File: src/rtl/sha3_bus_ctrl.sv
// Bus-side controller for the SHA3 sponge: gathers word writes into a rate block,
// hands full blocks to the absorb core and serves digest words back over the bus.
module sha3_bus_ctrl #(
    parameter int unsigned BITS       = 32,
    parameter int unsigned RATE_WORDS = 18,
    parameter int unsigned OUT_WORDS  = 16
) (
    input  logic                       clk,
    input  logic                       reset,
    input  logic                       valid,
    input  logic [3:0]                 addr,
    input  logic                       we,
    input  logic [3:0]                 wstrb,
    input  logic [BITS-1:0]            wdata,
    input  logic [BITS-1:0]            la_write,
    input  logic [BITS-1:0]            la_input,
    output logic                       ready,
    output logic [BITS-1:0]            rdata,
    output logic [BITS-1:0]            hash_o,
    output logic                       core_start,
    output logic [RATE_WORDS*BITS-1:0] core_block,
    input  logic                       core_done,
    input  logic [RATE_WORDS*BITS-1:0] core_digest
);

    localparam int unsigned IDX_W  = 6;
    localparam int unsigned BUF_AW = (RATE_WORDS > 1) ? $clog2(RATE_WORDS) : 1;
    localparam int unsigned NBYTES = BITS / 8;

    typedef enum logic [1:0] {
        FILL    = 2'd0,
        ABSORB  = 2'd1,
        SQUEEZE = 2'd2
    } state_t;

    state_t state;
    state_t state_next;

    logic [BITS-1:0]  buffer [RATE_WORDS];
    logic [BITS-1:0]  digest [RATE_WORDS];
    logic [IDX_W-1:0] wr_idx;
    logic [IDX_W-1:0] rd_idx;
    logic             overflow;
    logic             last_flag;
    logic             start_pend;

    logic            accept;
    logic            sel_ctrl;
    logic            sel_data;
    logic            sel_digest;
    logic            start_req;
    logic            clear_all;
    logic            buf_zero;
    logic            wr_word;
    logic            ovf_set;
    logic            last_set;
    logic            last_clr;
    logic            dig_load;
    logic            rd_adv;
    logic            rd_rst;
    logic            wr_rst;
    logic [BITS-1:0] wmask;
    logic [BITS-1:0] status;
    logic [BITS-1:0] rd_val;

    assign accept     = valid && !ready;
    assign sel_ctrl   = (addr == 4'h0);
    assign sel_data   = (addr == 4'h4);
    assign sel_digest = (addr == 4'h8);

    for (genvar b = 0; b < NBYTES; b++) begin : g_mask
        assign wmask[b*8 +: 8] = {8{wstrb[b % 4]}};
    end

    for (genvar i = 0; i < RATE_WORDS; i++) begin : g_block
        assign core_block[i*BITS +: BITS] = buffer[i];
    end

    always_comb begin
        status        = '0;
        status[4:0]   = wr_idx[4:0];
        status[6:5]   = state;
        status[7]     = overflow;
        status[8]     = last_flag;
        status[13:9]  = rd_idx[4:0];
    end

    // Read mux; only digest reads in SQUEEZE and STATUS return non-zero data
    always_comb begin
        rd_val = '0;
        if (!we) begin
            if (sel_ctrl) begin
                rd_val = status;
            end else if (sel_digest && state == SQUEEZE) begin
                rd_val = digest[rd_idx[BUF_AW-1:0]];
            end
        end
    end

    always_ff @(posedge clk) begin
        if (reset) begin
            state <= FILL;
        end else begin
            state <= state_next;
        end
    end

    // Core completion first, then the bus request, so both can act in one cycle
    always_comb begin
        state_next = state;
        start_req  = 1'b0;
        clear_all  = 1'b0;
        buf_zero   = 1'b0;
        wr_word    = 1'b0;
        ovf_set    = 1'b0;
        last_set   = 1'b0;
        last_clr   = 1'b0;
        dig_load   = 1'b0;
        rd_adv     = 1'b0;
        rd_rst     = 1'b0;
        wr_rst     = 1'b0;

        if (state == ABSORB && core_done) begin
            dig_load = 1'b1;
            if (last_flag) begin
                state_next = SQUEEZE;
                rd_rst     = 1'b1;
            end else begin
                state_next = FILL;
                wr_rst     = 1'b1;
                buf_zero   = 1'b1;
            end
        end

        if (accept && we && sel_ctrl) begin
            if (wdata[2]) begin
                state_next = FILL;
                clear_all  = 1'b1;
            end
            if (state == FILL) begin
                if (wdata[1]) begin
                    last_set = 1'b1;
                end
                if (wdata[0]) begin
                    state_next = ABSORB;
                    start_req  = 1'b1;
                end
            end
        end

        if (accept && we && sel_data) begin
            if (state == FILL) begin
                wr_word = 1'b1;
                if (wr_idx == IDX_W'(RATE_WORDS - 1)) begin
                    state_next = ABSORB;
                    start_req  = 1'b1;
                end
            end else begin
                ovf_set = 1'b1;
            end
        end

        if (accept && !we && sel_digest && state == SQUEEZE) begin
            rd_adv = 1'b1;
            if (rd_idx == IDX_W'(OUT_WORDS - 1)) begin
                state_next = FILL;
                last_clr   = 1'b1;
                wr_rst     = 1'b1;
                buf_zero   = 1'b1;
            end
        end
    end

    always_ff @(posedge clk) begin
        if (reset) begin
            for (int i = 0; i < RATE_WORDS; i++) begin
                buffer[i] <= '0;
                digest[i] <= '0;
            end
            wr_idx     <= '0;
            rd_idx     <= '0;
            overflow   <= 1'b0;
            last_flag  <= 1'b0;
            start_pend <= 1'b0;
            ready      <= 1'b0;
            rdata      <= '0;
            hash_o     <= '0;
            core_start <= 1'b0;
        end else begin
            if (clear_all || buf_zero) begin
                for (int i = 0; i < RATE_WORDS; i++) begin
                    buffer[i] <= '0;
                end
            end else if (wr_word) begin
                buffer[wr_idx[BUF_AW-1:0]] <= (buffer[wr_idx[BUF_AW-1:0]] & ~wmask)
                                            | (wdata & wmask);
            end

            if (dig_load) begin
                for (int i = 0; i < RATE_WORDS; i++) begin
                    digest[i] <= core_digest[i*BITS +: BITS];
                end
            end

            if (clear_all || wr_rst) begin
                wr_idx <= '0;
            end else if (wr_word) begin
                wr_idx <= wr_idx + IDX_W'(1);
            end

            if (clear_all || rd_rst) begin
                rd_idx <= '0;
            end else if (rd_adv) begin
                rd_idx <= rd_idx + IDX_W'(1);
            end

            if (clear_all) begin
                overflow <= 1'b0;
            end else if (ovf_set) begin
                overflow <= 1'b1;
            end

            if (last_clr) begin
                last_flag <= 1'b0;
            end else if (last_set) begin
                last_flag <= 1'b1;
            end

            // core_start trails the accepting edge by one cycle (one cycle after ready)
            start_pend <= start_req;
            core_start <= start_pend;
            ready      <= accept;
            rdata      <= accept ? rd_val : '0;

            if (rd_adv) begin
                hash_o <= digest[rd_idx[BUF_AW-1:0]];
            end else if (!accept && (|la_write)) begin
                hash_o <= la_write & la_input;
            end
        end
    end

endmodule

File: config.mk
export PLATFORM = sky130hd
export DESIGN_NAME = sha3_bus_ctrl
export DESIGN_NICKNAME = d
export VERILOG_FILES = /design/src/rtl/sha3_bus_ctrl.sv
export SDC_FILE = /design/constraint.sdc
export NUM_CORES = 2
export LEC_CHECK = 0
export CAP_MARGIN = 15
export CORE_AREA = 3 3 518 520
export DETAILED_ROUTE_END_ITERATION = 16
export DIE_AREA = 0 0 521 523
export GPL_TIMING_DRIVEN = 0
export PLACE_DENSITY = 0.44
export SLEW_MARGIN = 20
export SYNTH_ARGS = -nofsm -noshare
export SYNTH_HDL_FRONTEND = slang
export SYNTH_SLANG_ARGS = --single-unit
File: constraint.sdc
create_clock -name clk -period 39.1 [get_ports clk]
set_input_delay 5.865 -clock clk [delete_from_list [all_inputs] [get_ports clk]]
set_output_delay 5.865 -clock clk [all_outputs]
set_load 0.01 [all_outputs]
## Word-level counts from Yosys, hierarchy flattened

Memories as Yosys holds them, arrays and structs flattened. A register that Yosys moved wholly into a read port is not among the register bits.
Index checks and enable logic that the tools add are counted.

- Memory bits (writable): 1152
- Output and inout bits: 642
- Bits in read-only memories: 0
- Latch bits: 0
- Word-level logic and storage cells: 185
- Bits in registers: 83
- Memories kept: 2
- Input bits: 685

Memory list:

| memory | depth | bits a word | read ports | clocked after Yosys merged registers in | write ports | line | text |
|---|---|---|---|---|---|---|---|
| buffer | 18 | 32 | 19 | 1 | 18 | 39 | `logic [BITS-1:0] buffer [RATE_WORDS];` |
| digest | 18 | 32 | 1 | 1 | 18 | 40 | `logic [BITS-1:0] digest [RATE_WORDS];` |

- Multiply operators: 0
- Add/sub/neg operators: 2
- Equal/unequal tests: 6
- Shift operators: 0
- Reductions and logical operators: 26
- Muxes and demuxes: 95
- Order comparisons: 0
- Divide/modulo/power cells: 0
- Bitwise operators: 43

Operators by type and width:

| cell | number |
|---|---|
| $mux W32 | 39 |
| $and A32 B32 Y32 | 3 |
| $reduce_or A32 Y1 | 2 |
| $mux W1 | 38 |
| $or A1 B1 Y1 | 36 |
| $not A32 Y32 | 1 |
| $or A32 B32 Y32 | 1 |
| $mux W14 | 2 |
| $mux W5 | 5 |
| $mux W2 | 11 |
| $add A6 B1 Y6 const B | 2 |
| $logic_and A1 B1 Y1 | 10 |
| $reduce_or A2 Y1 | 4 |
| $eq A6 B4 Y1 const B | 1 |
| $eq A6 B5 Y1 const B | 1 |
| $reduce_or A5 Y1 | 1 |
| $eq A4 B3 Y1 const B | 1 |
| $eq A4 B4 Y1 const B | 1 |
| $logic_not A4 Y1 | 1 |
| $logic_not A1 Y1 | 3 |
| $reduce_or A3 Y1 | 1 |
| $eq A2 B1 Y1 const B | 1 |
| $eq A2 B2 Y1 const B | 1 |
| $logic_not A2 Y1 | 1 |
| other kinds (3) | 5 |

## Depth between registers and ports, before layout

- Depth after elaboration: 12
- Depth in mapped cells: 10
- Gate-level depth less buffers: 6

## Worst setup path after synthesis

No wires, ideal clock.

- Path kind: input -> register
- Start point: input port reset
- End point: memory digest[0][0] (enable)
- Cell stages on the path: 4
- Path slack: 19.284 ns
- Arrival: 15.692 ns
- Buffers on the path: 2
- Data required time: 34.976 ns
- Setup time: 4.124 ns
- Cell sequence: inv_1 -> clkbuf_1 -> clkbuf_1 -> nand2_1

RTL lines:

| what | line | text |
|---|---|---|
| start: declaration | 9 | `input logic reset,` |
| end: declaration | 40 |  |

==> qor.csv <==
metric,value,unit
outcome,"finished, final reports clean",
multi_input_area,20700,um^2
crit_type,in -> reg,
post_synth_num_cell_types,64,
ant_nets,0,
r2r_end,buffer[14][6],
groute.usage.overall,27.9,%
register_area,49900,um^2
ff2ff_path_depth,7,
worst_setup_path_start_kind,input port,
cp.required,39.65,ns
max_slew_margin,19.6,%
insertion_delay,0.88,ns
synth_edf_count,1600,
pin_count,1327,
die-width,521,um
cts_buffers,193,
clockBufferDepth,3,
stdcell_count,10300,
slowest_stage,clkdlybuf4s50_1,
via_count,52400,
r2r_slack,34.56,ns
end_kind,register,
cts_max_level,4,
final_common_cell,edfxtp_1,
setup_violations,0,
postCtsHoldBufs,0,
grt_overflow,0,
wire_per_inst,38.2,um
leakagePower,0.0340,uW
slew_violations,0,
dieArea,272000,um^2
grt_max_degree,57,
power.density,42.6,nW/um^2
netlist_area,72900,um^2
fin_crit,9.80,ns
final_cell_mix,"edfxtp_1, clkdlybuf4s50_1, and2_1, nor2_1, mux2_2",
core,265000,um^2
crit_fanout,17,
fillers,25300,
grt_pass1_wl,505000,um
hpwlAfterDp,316000,um
cts_tree,done,
r2r-start,ready,
grt_pass1_vias,51500,
die_height,523,um
clock_skew,0.106,ns
max_stage_delay,0.93,ns
syn-num-nets,5587,
finalHoldViolCount,0,
postCtsSetupBuffers,0,
antenna_found_initial,151,
drtIter0Drc,6153,
firstDrtPassIters,6,
start_util,27.6,%
totalPowerFinal,4200,uW
cts_resized,0,
yosys.area.top_type,edfxtp_1,
place_inst,9856,
cp.arrival,10.35,ns
clock.fmax,102,MHz
endpoint,buffer[12][2],
port_buffers,1323,
drive_gt1_share,19.6,%
clkSinkCount,1693,
seq_area_frac_synth,68.4,%
gp_congestion,0.931,
synth-async-reset-ratio,0,%
finalCritPeriodShare,25.1,%
yosysWarnings,0,
area_growth,35.0,%
num_rows,189,
rsz0062_at_grt,false,
crit_chain,clkdlybuf4s50_1 -> or4bb_1 -> nor2_1 -> nor4b_4 -> nand3_1 -> clkbuf_1 -> nand2_4 -> buf_12,
syn_area_per_cell,14.9,um^2
hold_class,reg -> reg,
nets,7208,
fin_setup_tns,0,ns
postSynthCellCount,4897,
cts-root-buf,clkbuf_16,
maxCapViolations,0,
drc,0,
clk_pin_slew,0.06,ns
finalWirelength,393000,um
vdd_drop_max,45.8,uV
viasPerCell,5.10,
crit_start,wdata[2],
ys.flop_type,edfxtp_1,
synth_top_area_share,65.9,%
synth_area_leaders,"edfxtp_1, mux2_2, and2_1",
ys_ff_latch,1693,
tightestPinTransition,1.19,ns
cell families (layout without fill, tap and decap cells):
family	after synthesis	count (layout)	synth area share [%]
adder cells (fa/ha/maj)	5	5	0.0858
flip-flops	1693	1693	68.4
other	0	53	0
AO/OA/AOI/OAI	500	500	4.62
buffers and inverters	437	2223	3.54
AND/OR/NAND/NOR	1537	1537	11.0
XOR/XNOR	9	9	0.108
multiplexers	716	716	12.2
area by class of cell:
cell class	count	area share [%]
sequential	1693	50.7
clock inverter	109	1.11
inverter	40	0.153
clock buffer	251	5.18
tap	3533	4.49
antenna	53	0.135
timing repair buffer	1426	14.8
buffer	397	2.48
multi-input combinational	2767	21.0
cell usage after synthesis (3+ instances only):
master and count:
buf_4 21, nor3_1 32, inv_1 39, a21oi_1 45, nand4bb_1 5, clkbuf_1 168
dfxtp_1 93, o21ai_0 53, xnor2_1 4, nor2b_1 5, or4b_2 3, o22ai_1 252
a2111oi_0 13, and3_1 23, ha_1 5, and2_1 595, a22oi_1 20, a22o_1 24
mux2_2 536, and4_1 3, buf_1 4, mux2i_1 94, xor2_1 5, nand2b_1 4
or4_1 63, buf_2 107, nand4_1 9, nor4_1 10, nand3_1 20, nor2_1 590
mux4_2 85, nor3b_1 3, nand4b_1 3, buf_6 95, nor2_2 48, o31a_1 32
edfxtp_1 1600, nand2_1 105, a221oi_1 48
sequential cells by signal, summed over array words and instances, names as in the netlist, named ones only:
signal and cells:
buffer 1024, core_start 1, digest 576, hash_o 32
last_flag 1, overflow 1, rd_idx 6, rdata 32
ready 1, start_pend 1, state 2, wr_idx 6
per-layer routing:
metal  part of all wire (%)  GRT usage [%]  vias to the layer above
li1                       -              -                    21600
met1                     39           34.2                    27200
met2                     49           47.2                     2868
met3                    8.3           7.22                      650
met4                    4.3           10.2                       56
met5                  0.096              0                        -
critical path: cells and delay by family:
family        cells  cell delay (ns)
buf+inv           3             2.19
simple gates      5             2.19
how the worst min path moves through the flow:
stage	start	endpoint	slack (ns)	depth (start not counted)
finish	start_pend	core_start	0.44	1
detailed placement	start_pend	core_start	0.43	1
floorplan	start_pend	core_start	0.41	1
CTS	start_pend	core_start	0.44	1
global route	start_pend	core_start	0.47	1
global placement	start_pend	core_start	0.45	1
through the flow:
stage,area [um^2],setup WS (ns),hold WS (ns),utilization [%]
2_1_floorplan,72900,19.28,0.414,-
3_3_place_gp,90600,11.69,0.446,34.2
3_5_place_dp,92100,28.43,0.427,34.8
4_1_cts,98300,29.34,0.439,37.2
5_1_grt,98400,29.37,0.468,37.2
6_report,98400,29.30,0.437,37.2
report_power, final:
part	switching [uW]	internal, uW	leakage [uW]
Sequential	32.5	2030	0.0165
Clock	800	1010	0.00300
Combinational	174	150	0.0144
Note: power is estimated with default switching activity, not from simulation.
